## config.mk

```make
export PLATFORM = sky130hd
export DESIGN_NAME = jtag_tap_multi_dr_flat
export DESIGN_NICKNAME = d
export VERILOG_FILES = /design/src/rtl/jtag_tap_multi_dr_if.sv /design/src/rtl/jtag_tap_multi_dr.sv /design/src/flat_wrapper.sv
export SDC_FILE = /design/constraint.sdc
export NUM_CORES = 1
export LEC_CHECK = 0
export BUFFER_PORTS_ARGS = -buffer_cell sky130_fd_sc_hd__buf_2
export CORE_ASPECT_RATIO = 1.5
export CORE_UTILIZATION = 56
export CTS_CLUSTER_SIZE = 24
export DETAILED_ROUTE_END_ITERATION = 10
export PLACE_DENSITY = 0.86
export SYNTH_ARGS = -nofsm -noshare
export SYNTH_HDL_FRONTEND = slang
export SYNTH_SLANG_ARGS = --single-unit
```

## constraint.sdc

```tcl
create_clock -name tck -period 3.9 [get_ports tck]
set_input_delay 0.78 -clock tck [delete_from_list [all_inputs] [get_ports tck]]
set_output_delay 0.78 -clock tck [all_outputs]
set_load 0.02 [all_outputs]
```

## src/rtl/jtag_tap_multi_dr_if.sv

```systemverilog
`default_nettype none
// ============================================================================
// Module   : jtag_tap_multi_dr_if
// Brief    : Serial JTAG pins plus parallel user-DR channels of the multi-DR TAP.
// Revision : 1.0 - initial release
// ============================================================================
interface jtag_tap_multi_dr_if #(
  parameter int IR_WIDTH = 5,
  parameter int NUM_DR   = 4,
  parameter int DR_WIDTH = 32
);
  logic                         tms;
  logic                         tdi;
  logic                         tdo;
  logic                         tdo_en;
  logic [3:0]                   tap_state;
  logic [IR_WIDTH-1:0]          ir_out;
  logic [NUM_DR*DR_WIDTH-1:0]   dr_in;
  logic [NUM_DR*DR_WIDTH-1:0]   dr_out;
  logic [NUM_DR-1:0]            dr_upd;

  // Board / on-chip test logic side
  modport master (
    output tms, tdi, dr_in,
    input  tdo, tdo_en, tap_state, ir_out, dr_out, dr_upd
  );

  // TAP side
  modport slave (
    input  tms, tdi, dr_in,
    output tdo, tdo_en, tap_state, ir_out, dr_out, dr_upd
  );
endinterface
`default_nettype wire

```

## src/rtl/jtag_tap_multi_dr.sv

```systemverilog
`default_nettype none
// ============================================================================
// Module   : jtag_tap_multi_dr
// Brief    : IEEE 1149.1 TAP with BYPASS, IDCODE and NUM_DR user data registers.
//            Macro JTAG_TAP_DR_CAPTURE_IN_EN: user Capture-DR loads dr_in
//            instead of looping back dr_out.
// Revision : 1.0 - initial release
// ============================================================================
module jtag_tap_multi_dr #(
  parameter int          IR_WIDTH   = 5,
  parameter int          NUM_DR     = 4,
  parameter int          DR_WIDTH   = 32,
  parameter logic [31:0] IDCODE_VAL = 32'hCAFEF00D,
  parameter int          USER_BASE  = 8
) (
  input wire                 tck,
  input wire                 trst_n,
  jtag_tap_multi_dr_if.slave bus
);

  localparam logic [3:0] S_EX2DR   = 4'h0;
  localparam logic [3:0] S_EX1DR   = 4'h1;
  localparam logic [3:0] S_SHDR    = 4'h2;
  localparam logic [3:0] S_PAUSEDR = 4'h3;
  localparam logic [3:0] S_SELIR   = 4'h4;
  localparam logic [3:0] S_UPDDR   = 4'h5;
  localparam logic [3:0] S_CAPDR   = 4'h6;
  localparam logic [3:0] S_SELDR   = 4'h7;
  localparam logic [3:0] S_EX2IR   = 4'h8;
  localparam logic [3:0] S_EX1IR   = 4'h9;
  localparam logic [3:0] S_SHIR    = 4'hA;
  localparam logic [3:0] S_PAUSEIR = 4'hB;
  localparam logic [3:0] S_RTI     = 4'hC;
  localparam logic [3:0] S_UPDIR   = 4'hD;
  localparam logic [3:0] S_CAPIR   = 4'hE;
  localparam logic [3:0] S_TLR     = 4'hF;

  localparam int                  UIDX_W    = (NUM_DR > 1) ? $clog2(NUM_DR) : 1;
  localparam logic [IR_WIDTH-1:0] IR_IDCODE = IR_WIDTH'(1);

  logic [3:0]                 state_q,     state_d;
  logic [IR_WIDTH-1:0]        ir_sr_q,     ir_sr_d;
  logic [IR_WIDTH-1:0]        ir_q,        ir_d;
  logic                       bypass_q,    bypass_d;
  logic [31:0]                idcode_sr_q, idcode_sr_d;
  logic [DR_WIDTH-1:0]        user_sr_q,   user_sr_d;
  logic [NUM_DR*DR_WIDTH-1:0] dr_out_q,    dr_out_d;
  logic [NUM_DR-1:0]          dr_upd_q,    dr_upd_d;
  logic                       tdo_q,       tdo_d;
  logic                       tdo_en_q,    tdo_en_d;

  logic                       sel_idcode;
  logic                       sel_user;
  logic [UIDX_W-1:0]          user_idx;
  logic [NUM_DR*DR_WIDTH-1:0] cap_src;
  logic [DR_WIDTH-1:0]        user_cap;

`ifdef JTAG_TAP_DR_CAPTURE_IN_EN
  assign cap_src = bus.dr_in;
`else
  logic unused_dr_in;
  assign cap_src      = dr_out_q;
  assign unused_dr_in = ^bus.dr_in;
`endif

  always_comb begin
    state_d = state_q;
    case (state_q)
      S_TLR:     state_d = bus.tms ? S_TLR     : S_RTI;
      S_RTI:     state_d = bus.tms ? S_SELDR   : S_RTI;
      S_SELDR:   state_d = bus.tms ? S_SELIR   : S_CAPDR;
      S_CAPDR:   state_d = bus.tms ? S_EX1DR   : S_SHDR;
      S_SHDR:    state_d = bus.tms ? S_EX1DR   : S_SHDR;
      S_EX1DR:   state_d = bus.tms ? S_UPDDR   : S_PAUSEDR;
      S_PAUSEDR: state_d = bus.tms ? S_EX2DR   : S_PAUSEDR;
      S_EX2DR:   state_d = bus.tms ? S_UPDDR   : S_SHDR;
      S_UPDDR:   state_d = bus.tms ? S_SELDR   : S_RTI;
      S_SELIR:   state_d = bus.tms ? S_TLR     : S_CAPIR;
      S_CAPIR:   state_d = bus.tms ? S_EX1IR   : S_SHIR;
      S_SHIR:    state_d = bus.tms ? S_EX1IR   : S_SHIR;
      S_EX1IR:   state_d = bus.tms ? S_UPDIR   : S_PAUSEIR;
      S_PAUSEIR: state_d = bus.tms ? S_EX2IR   : S_PAUSEIR;
      S_EX2IR:   state_d = bus.tms ? S_UPDIR   : S_SHIR;
      S_UPDIR:   state_d = bus.tms ? S_SELDR   : S_RTI;
      default:   state_d = S_TLR;
    endcase
  end

  // All-ones is always BYPASS, even if the user window would cover it
  always_comb begin
    sel_idcode = (ir_q == IR_IDCODE);
    sel_user   = 1'b0;
    user_idx   = '0;
    user_cap   = '0;
    for (int k = 0; k < NUM_DR; k++) begin
      if (!sel_idcode && (ir_q != '1) && (ir_q == IR_WIDTH'(USER_BASE + k))) begin
        sel_user = 1'b1;
        user_idx = UIDX_W'(k);
      end
    end
    for (int k = 0; k < NUM_DR; k++) begin
      if (user_idx == UIDX_W'(k)) begin
        user_cap = cap_src[k*DR_WIDTH +: DR_WIDTH];
      end
    end
  end

  always_comb begin
    ir_sr_d     = ir_sr_q;
    ir_d        = ir_q;
    bypass_d    = bypass_q;
    idcode_sr_d = idcode_sr_q;
    user_sr_d   = user_sr_q;
    dr_out_d    = dr_out_q;
    dr_upd_d    = '0;
    case (state_q)
      S_CAPIR: ir_sr_d = IR_IDCODE;
      S_SHIR:  ir_sr_d = {bus.tdi, ir_sr_q[IR_WIDTH-1:1]};
      S_UPDIR: ir_d    = ir_sr_q;
      S_CAPDR: begin
        if (sel_user)        user_sr_d   = user_cap;
        else if (sel_idcode) idcode_sr_d = IDCODE_VAL;
        else                 bypass_d    = 1'b0;
      end
      S_SHDR: begin
        if (sel_user) begin
          user_sr_d               = user_sr_q >> 1;
          user_sr_d[DR_WIDTH-1]   = bus.tdi;
        end else if (sel_idcode) begin
          idcode_sr_d = {bus.tdi, idcode_sr_q[31:1]};
        end else begin
          bypass_d = bus.tdi;
        end
      end
      S_UPDDR: begin
        for (int k = 0; k < NUM_DR; k++) begin
          if (sel_user && (user_idx == UIDX_W'(k))) begin
            dr_out_d[k*DR_WIDTH +: DR_WIDTH] = user_sr_q;
            dr_upd_d[k]                      = 1'b1;
          end
        end
      end
      default: ;
    endcase
    if (state_d == S_TLR) ir_d = IR_IDCODE;
  end

  // TDO is launched on the falling edge and holds outside the shift states
  always_comb begin
    tdo_d    = tdo_q;
    tdo_en_d = (state_q == S_SHDR) || (state_q == S_SHIR);
    if (state_q == S_SHIR) begin
      tdo_d = ir_sr_q[0];
    end else if (state_q == S_SHDR) begin
      if (sel_user)        tdo_d = user_sr_q[0];
      else if (sel_idcode) tdo_d = idcode_sr_q[0];
      else                 tdo_d = bypass_q;
    end
  end

  always_ff @(posedge tck or negedge trst_n) begin
    if (!trst_n) begin
      state_q     <= S_TLR;
      ir_sr_q     <= '0;
      ir_q        <= IR_IDCODE;
      bypass_q    <= 1'b0;
      idcode_sr_q <= '0;
      user_sr_q   <= '0;
      dr_out_q    <= '0;
      dr_upd_q    <= '0;
    end else begin
      state_q     <= state_d;
      ir_sr_q     <= ir_sr_d;
      ir_q        <= ir_d;
      bypass_q    <= bypass_d;
      idcode_sr_q <= idcode_sr_d;
      user_sr_q   <= user_sr_d;
      dr_out_q    <= dr_out_d;
      dr_upd_q    <= dr_upd_d;
    end
  end

  always_ff @(negedge tck or negedge trst_n) begin
    if (!trst_n) begin
      tdo_q    <= 1'b0;
      tdo_en_q <= 1'b0;
    end else begin
      tdo_q    <= tdo_d;
      tdo_en_q <= tdo_en_d;
    end
  end

  assign bus.tdo       = tdo_q;
  assign bus.tdo_en    = tdo_en_q;
  assign bus.tap_state = state_q;
  assign bus.ir_out    = ir_q;
  assign bus.dr_out    = dr_out_q;
  assign bus.dr_upd    = dr_upd_q;

endmodule
`default_nettype wire

```

## src/flat_wrapper.sv

```systemverilog
// flat-port wrapper written by rule: the top's interface ports become plain ports
module jtag_tap_multi_dr_flat 
#(
  parameter int          IR_WIDTH   = 5,
  parameter int          NUM_DR     = 4,
  parameter int          DR_WIDTH   = 32,
  parameter logic [31:0] IDCODE_VAL = 32'hCAFEF00D,
  parameter int          USER_BASE  = 8
)
  (tck, trst_n, bus_tms, bus_tdi, bus_dr_in, bus_tdo, bus_tdo_en, bus_tap_state, bus_ir_out, bus_dr_out, bus_dr_upd);
  jtag_tap_multi_dr_if #(.IR_WIDTH(IR_WIDTH), .NUM_DR(NUM_DR), .DR_WIDTH(DR_WIDTH)) bus_i ();
  input wire tck;
  input wire trst_n;
  input wire logic [$bits(bus_i.tms)-1:0] bus_tms;
  input wire logic [$bits(bus_i.tdi)-1:0] bus_tdi;
  input wire logic [$bits(bus_i.dr_in)-1:0] bus_dr_in;
  output wire logic [$bits(bus_i.tdo)-1:0] bus_tdo;
  output wire logic [$bits(bus_i.tdo_en)-1:0] bus_tdo_en;
  output wire logic [$bits(bus_i.tap_state)-1:0] bus_tap_state;
  output wire logic [$bits(bus_i.ir_out)-1:0] bus_ir_out;
  output wire logic [$bits(bus_i.dr_out)-1:0] bus_dr_out;
  output wire logic [$bits(bus_i.dr_upd)-1:0] bus_dr_upd;
  assign bus_i.tms = bus_tms;
  assign bus_i.tdi = bus_tdi;
  assign bus_i.dr_in = bus_dr_in;
  assign bus_tdo = bus_i.tdo;
  assign bus_tdo_en = bus_i.tdo_en;
  assign bus_tap_state = bus_i.tap_state;
  assign bus_ir_out = bus_i.ir_out;
  assign bus_dr_out = bus_i.dr_out;
  assign bus_dr_upd = bus_i.dr_upd;
  jtag_tap_multi_dr #(.IR_WIDTH(IR_WIDTH), .NUM_DR(NUM_DR), .DR_WIDTH(DR_WIDTH), .IDCODE_VAL(IDCODE_VAL), .USER_BASE(USER_BASE)) u_core (.tck(tck), .trst_n(trst_n), .bus(bus_i));
endmodule
```

## Word-level counts from Yosys, hierarchy flattened

Cells that the tools add are included.

- Input port bits: 132
- Logic and storage cells: 122
- Bits in registers: 213
- Output and inout port bits: 143

- Equality and inequality tests: 33
- Multiplexer cells: 49
- Reduce and logical (&&, ||, !) cells: 27

Operators with widths:

| cell | number |
|---|---|
| $mux W32 | 10 |
| $pmux W32 S2 | 2 |
| $pmux W4 S12 | 1 |
| $eq A4 B4 Y1 const B | 9 |
| $eq A5 B4 Y1 const B | 4 |
| $mux W1 | 18 |
| $eq A4 B3 Y1 const B | 4 |
| $mux W2 | 8 |
| $mux W3 | 4 |
| $mux W5 | 2 |
| $pmux W5 S2 | 1 |
| $reduce_and A5 Y1 | 2 |
| $logic_and A1 B1 Y1 | 9 |
| $eq A4 B2 Y1 const B | 2 |
| $mux W4 | 2 |
| $ne A2 B1 Y1 const B | 4 |
| $ne A2 B2 Y1 const B | 4 |
| $reduce_and A2 Y1 | 4 |
| $reduce_bool A2 Y1 | 4 |
| $eq A5 B1 Y1 const B | 1 |
| $ne A5 B5 Y1 const B | 1 |
| $eq A2 B2 Y1 const B | 2 |
| $eq A4 B1 Y1 const B | 1 |
| $logic_not A4 Y1 | 1 |
| 8 further kinds | 9 |

## Logic depth before layout (Yosys ltp)

Gate-level depths: netlist (run 1).

- Word-level depth: 14
- Depth in mapped cells: 7
- Depth with buffers taken out: 4

==> summary.md, run 1 <==
| Metric | Value |
|---|---|
| Root buffer cell | `clkbuf_16` |
| Total CTS buffers | `20` |
| Netlist cell types | `42` |
| Initial core utilization | `57.5%` |
| Initial antenna violation count | `0` |
| Mapped Area | `0.00935 mm²` |
| Met1 usage | `a little under two fifths` |
| Worst path top cell family by delay | `flip-flops` |
| Setup CP Type | `flop to primary output` |
| #FFs+latches synth | `about 210` |
| Post-synth top cells | `dfrtp_1 (206), mux2_2 (130), nor2_1 (74)` |
| CP Buf/Inv Count | `1` |
| Combinational family with the most area after synthesis | `multiplexers` |
| Area leader, netlist | `dfrtp_1` |
| Total gr overflow | `0` |
| Worst EP arrival | `3010 ps` |
| CP max-delay cell | `dfrtn_1` |
| Wire length per cell | `20.7 µm` |
| Warnings, synthesis | `0` |
| Post-synth EDFFs | `0` |
| Largest net degree at the start of global routing | `89` |
| Ys async rst share | `100%` |
| Post-synthesis mux area share | `16.1%` |
| Max FO, Critical Path | `2` |
| Cell with the most instances after synthesis | `dfrtp_1` |
| CP Launch Point | `u_core.bus.tdo$_DFFE_NN0P_` |
| H-tree levels | `1` |
| I/O pins | `275` |
| Count of pins over their slew limit | `0` |
| Total Die Area | `0.0172 mm²` |
| Status | `finished, final reports clean` |
| Number of cell rows | `57` |
| Height of the die | `160 µm` |
| RSZ-0062 raised after global routing | `no` |
| Port bufs | `about 150` |
| Post-synth top area share | `55.2%` |
| Cell count after synthesis | `802` |
| Reg2Reg Depth | `4` |
| Max-cap viol count | `0` |
| Post-Place Setup Slack | `467 ps` |
| Register area share after synthesis | `~57%` |
| Met3 GRT Util | `roughly 6.9%` |
| Post-CTS setup buffer count | `0` |
| Post-route worst setup slack | `114 ps` |
| Worst setup EP type | `primary output` |
| Drt first pass iters | `5` |
| DR vias/cell | `about 6.1` |
| Post-DRT Antenna Nets | `0` |
| Compound-Gate Fraction of Synth Area | `9.76%` |
| Worst stage delay on the critical path | `400 ps` |
| P_leak | `5.75 nW` |
| Hold-fix buffers, CTS | `0` |
| Inst Count DP | `1,112` |
| Core ar. | `0.0163 mm²` |
| Cts repair resizes | `0` |
| Die width | `around 110 µm` |
| Clk Latency, worst-skew pair | `500 ps` |
| Worst R2R Start | `u_core.bus.ir_out[4]$_DFFE_PN0P_` |
| Diodes inserted | `0` |
| Vias | `roughly 7,000` |
| DR iter-0 viols | `444` |
| Clk_skew | `roughly 18 ps` |
| First-pass GRT wire length | `38.3 mm` |
| Syn_nets | `934` |
| Reg clk slew, reported paths | `roughly 70 ps` |
| Final Non-Filler Cells | `1,148` |
| Layout area overhead | `17.2%` |
| Setup_tns | `0 ps` |
| Cell Pwr Density | `roughly 600 mW/mm²` |
| Layout cells sized above 1 | `39.8%` |
| Worst-path cell chain | `buf_2` |
| RD Place Congestion | `0.819` |
| Final hold vios | `0` |
| Avg Cell Area, Syn | `11.7 µm²` |
| CTS tree | `built` |
| Synth Area in Adders | `0%` |
| Clk sinks | `213` |
| Worst IR drop on VDD | `roughly 0.00053 V` |
| Crit path depth | `1` |
| HP Class | `primary input to asynchronous set/reset pin` |
| Reg2reg end | `u_core.bus.tdo$_DFFE_NN0P_` |
| Worst Tran Pin Value | `1120 ps` |
| CP startpoint kind | `flop` |
| XOR/XNOR Fraction of Synth Area | `0%` |
| # DRC | `0` |
| Max clock buf depth | `3` |
| Worst EP required | `3120 ps` |
| FF-to-FF setup slack | `between 400 and 500 ps` |
| GRT Util Overall | `28.5%` |
| Area contributors post-synth | `dfrtp_1 (55%), mux2_2 (16%), a221oi_1 (6.0%)` |
| Worst slew margin relative to its limit | `25.0%` |
| GRT Max-Usage Layer | `met2` |
| Vias in the first global route | `slightly above 7,000` |
| Most used DFF post-synth | `dfrtp_1` |
| GR Util met2 | `47.3%` |
| Fin nets | `1,060` |
| Routed wire length | `23.8 mm` |
| Simple-gate share of the synthesized area | `13.8%` |
| Detailed placement HPWL | `14.1 mm` |
| Setup-failing EPs final | `0` |
state kept, by name (all words and copies together) (netlist names):
name                  cells
u_core.bus.tdo_en         1
u_core.bus.tdo            1
u_core.bus.dr_out       128
u_core.idcode_sr_q       32
u_core.user_sr_q         32
u_core.bus.tap_state      4
u_core.bus.ir_out         5
u_core.bus.dr_upd         4
u_core.ir_sr_q            5
u_core.bypass_q           1
area by class of cell:
type	count	area, µm²
clock buffer	33	641
clock inverter	3	17.5
fill	1170	5310
inverter	5	18.8
multi-input combinational	522	3760
sequential	213	5340
tap	206	258
timing repair buffer	166	927
kinds of logic after synthesis:
family / count (synthesis)
simple gates: 257
flops: 213
mux: 134
compound gates: 131
buf+inv: 67
placed cells by master (no fill, tap or decap), types with 21 or more instances in the layout:
master,n
or2_2,34
nor2_1,73
buf_2,145
a21oi_1,35
mux2_2,130
clkbuf_16,21
a221oi_1,64
dfrtp_1,206
o21ai_0,26
nand2_1,73
nor2b_1,34
power by group:
| group | total, mW | leakage, nW | internal (mW) | switching [mW] |
|---|---|---|---|---|
| registers | 3.14 | 2.90 | 2.65 | 0.498 |
| logic | 1.53 | 2.53 | 0.561 | 0.970 |
| clock network | 1.93 | 0.323 | 1.12 | 0.807 |
| total | 6.60 | 5.75 | 4.33 | 2.28 |
layer usage:
layer  share of wire (%)  vias to the layer above
li1                    -                     3092
met1                  41                     3585
met2                  49                      302
met3                 8.4                       38
met4                 1.8                        0
met5                   0                        -
how the worst max path moves through the flow:
stage                                             to  slack [ps]
final                                        bus_tdo         110
after global routing                         bus_tdo          70
after CTS                                    bus_tdo          90
after detailed placement  u_core.bus.tdo$_DFFE_NN0P_         470
after global placement    u_core.bus.tdo$_DFFE_NN0P_         520
after floorplan           u_core.bus.tdo$_DFFE_NN0P_         390
through the flow:
step	cell area (µm²)	util [%]	hold WS (ps)	power, mW
after floorplan	9350	-	433	4.07
after global placement	10300	63.3	447	4.59
after detailed placement	10300	63.3	453	4.67
after CTS	11000	67.4	231	6.62
after global routing	11000	67.4	243	6.94
final	11000	67.4	230	6.60
No activity file was read; power rests on OpenSTA's default activity.
==> inputs of run 2 (changes only) <==
--- a/config.mk
+++ b/config.mk
@@ -6,11 +6,14 @@
 export NUM_CORES = 1
 export LEC_CHECK = 0
 export BUFFER_PORTS_ARGS = -buffer_cell sky130_fd_sc_hd__buf_2
+export CELL_PAD_IN_SITES_DETAIL_PLACEMENT = 0
+export CELL_PAD_IN_SITES_GLOBAL_PLACEMENT = 2
 export CORE_ASPECT_RATIO = 1.5
-export CORE_UTILIZATION = 56
+export CORE_UTILIZATION = 35
+export CTS_CLUSTER_DIAMETER = 40
 export CTS_CLUSTER_SIZE = 24
 export DETAILED_ROUTE_END_ITERATION = 10
-export PLACE_DENSITY = 0.86
+export PLACE_DENSITY_LB_ADDON = 0.1
 export SYNTH_ARGS = -nofsm -noshare
 export SYNTH_HDL_FRONTEND = slang
 export SYNTH_SLANG_ARGS = --single-unit
==> run 2 against run 1 <==
  * Routed wire length grew 11%
  * Hold slack worse by 85 ps
  * Combinational power about the same
  * Die area increased by 59%
  * Total power is 10% higher
  * Sequential share of layout area shrank 2.0 points
  * Final cell count is 12% higher
  * Register-to-register slack worse by 20 ps
  * Largest cell class unchanged
==> summary.md, run 2 (same netlist as run 1, synthesis figures left out) <==
| Metric | Value |
|---|---|
| Total Die Area | `0.0274 mm²` |
| Final instance area | `roughly 0.011 mm²` |
| Worst stage delay on the critical path | `410 ps` |
| Crit path depth | `1` |
| Detailed placement HPWL | `15.8 mm` |
| Post-route worst setup slack | `59.6 ps` |
| RD Place Congestion | `0.742` |
| CTS tree | `built` |
| Initial core utilization | `35.9%` |
| WL met1 | `11.0 mm` |
| I/O pins | `275` |
| Reg2Reg Depth | `4` |
| # DRC | `0` |
| Die width | `approximately 140 µm` |
| Diodes inserted | `0` |
| Reg clk slew, reported paths | `60 ps` |
| Inst Count DP | `1,239` |
| Metal3 WL | `1.75 mm` |
| Number of cell rows | `72` |
| Cts repair resizes | `0` |
| Reg2reg end | `u_core.bus.tdo$_DFFE_NN0P_` |
| Worst EP required | `around 3100 ps` |
| Clk Latency, worst-skew pair | `~540 ps` |
| Fin nets | `around 1,100` |
| Drt first pass iters | `5` |
| Largest net degree at the start of global routing | `64` |
| Initial antenna violation count | `0` |
| RSZ-0062 raised after global routing | `no` |
| Final hold vios | `0` |
| Max FO, Critical Path | `2` |
| Worst EP arrival | `between 3000 and 4000 ps` |
| Setup-failing EPs final | `0` |
| Status | `finished, final reports clean` |
| Root buffer cell | `clkbuf_16` |
| CP Buf/Inv Count | `1` |
| H-tree levels | `1` |
| Max-cap viol count | `0` |
| Height of the die | `202 µm` |
| Worst Tran Pin Value | `1130 ps` |
| Wire length per cell | `a little over 20 µm` |
| Worst R2R Start | `u_core.bus.ir_out[4]$_DFFE_PN0P_` |
| Hold WS | `145 ps` |
| CP max-delay cell | `dfrtn_1` |
| Max reg flops | `roughly 130` |
| Worst Setup EP | `bus_tdo` |
| Worst-path cell chain | `buf_2` |
| First-pass GRT wire length | `41.8 mm` |
| Cell Pwr Density | `between 600 and 700 mW/mm²` |
| DR vias/cell | `5.28` |
| Commonest non-fill, non-tap cell in the layout | `dfrtp_1` |
| Post-DRT Antenna Nets | `0` |
| DR iter-0 viols | `230` |
| P_leak | `5.89 nW` |
| Final Non-Filler Cells | `1,290` |
| Worst IR drop on VDD | `just over 0.0004 V` |
| Port bufs | `146` |
| Layout cells sized above 1 | `41.4%` |
| Worst setup EP type | `primary output` |
| Count of pins over their slew limit | `0` |
| Clk sinks | `213` |
| Finished Core Util | `43.9%` |
| Post-Place Setup Slack | `between 400 and 500 ps` |
| Worst slew margin relative to its limit | `approximately a quarter` |
| Setup_tns | `0 ps` |
| Hold-fix buffers, CTS | `0` |
| Core ar. | `between 0.02 and 0.03 mm²` |
| Clk_skew | `11.0 ps` |
| Total CTS buffers | `28` |
| Layout area overhead | `22.2%` |
| Total power | `7.29 mW` |
| Setup CP Type | `flop to primary output` |
| Post-CTS setup buffer count | `0` |
| CP startpoint kind | `flop` |
| CP Launch Point | `u_core.bus.tdo$_DFFE_NN0P_` |
| GRT Util Overall | `19.7%` |
| Max clock buf depth | `3` |
| Max layer used | `met4` |
| FF-to-FF setup slack | `between 400 and 500 ps` |
| Total gr overflow | `0` |
| HP Class | `primary input to asynchronous set/reset pin` |
| Worst path top cell family by delay | `flip-flops` |
| Routed wire length | `26.3 mm` |
| Met2 WL post-DR | `about 13 mm` |
| Most frequent cells in the layout | `dfrtp_1 (206), buf_2 (145), mux2_2 (130)` |
| Area after DPL | `0.0105 mm²` |
| Vias in the first global route | `7,196` |
| Vias | `around 7,000` |
## run 2: changes by cell type in the layout (fill, tap and decap cells not counted), moves of 3 or more
| cell | change |
|---|---|
| clkbuf_1 | -3 |
| clkbuf_8 | -4 |
| inv_8 | +4 |
| clkbuf_16 | +8 |
## run 2: layout make-up
| class | instances | area, µm² |
|---|---|---|
| multi-input cells | 522 | 3760 |
| clock inverters | 17 | 190 |
| fillers | 2480 | 14600 |
| inverters | 5 | 18.8 |
| well taps | 333 | 417 |
| flip-flops and latches | 213 | 5340 |
| clock buffers | 34 | 774 |
| repair buffers | 166 | 927 |
## run 2: layer usage
| metal | GRT usage [%] | vias to the layer above |
|---|---|---|
| met5 | 0 | - |
| met4 | 6.42 | 0 |
| met3 | 4.69 | 59 |
| met2 | 33.2 | 202 |
| met1 | 24.6 | 3447 |
| li1 | - | 3109 |
## run 2: how the worst min path moves through the flow
stage,from,slack (ps),cells after the start,to
detailed placement,u_core.idcode_sr_q[3]$_DFFE_PN0P_,450,2,u_core.idcode_sr_q[3]$_DFFE_PN0P_
floorplan,u_core.idcode_sr_q[13]$_DFFE_PN0P_,430,2,u_core.idcode_sr_q[13]$_DFFE_PN0P_
finish,trst_n,140,1,u_core.bus.dr_upd[1]$_DFF_PN0_
CTS,trst_n,140,1,u_core.bus.dr_out[56]$_DFFE_PN0P_
global placement,u_core.idcode_sr_q[1]$_DFFE_PN0P_,450,2,u_core.idcode_sr_q[1]$_DFFE_PN0P_
global route,trst_n,150,1,u_core.bus.dr_out[56]$_DFFE_PN0P_
## run 2: where the power goes
part	leakage, nW	internal, mW	total (mW)	switching, mW
sequential	2.90	2.65	3.14	0.490
combinational	2.52	0.567	1.53	0.959
clock	0.470	1.57	2.62	1.05
total	5.89	4.79	7.29	2.50
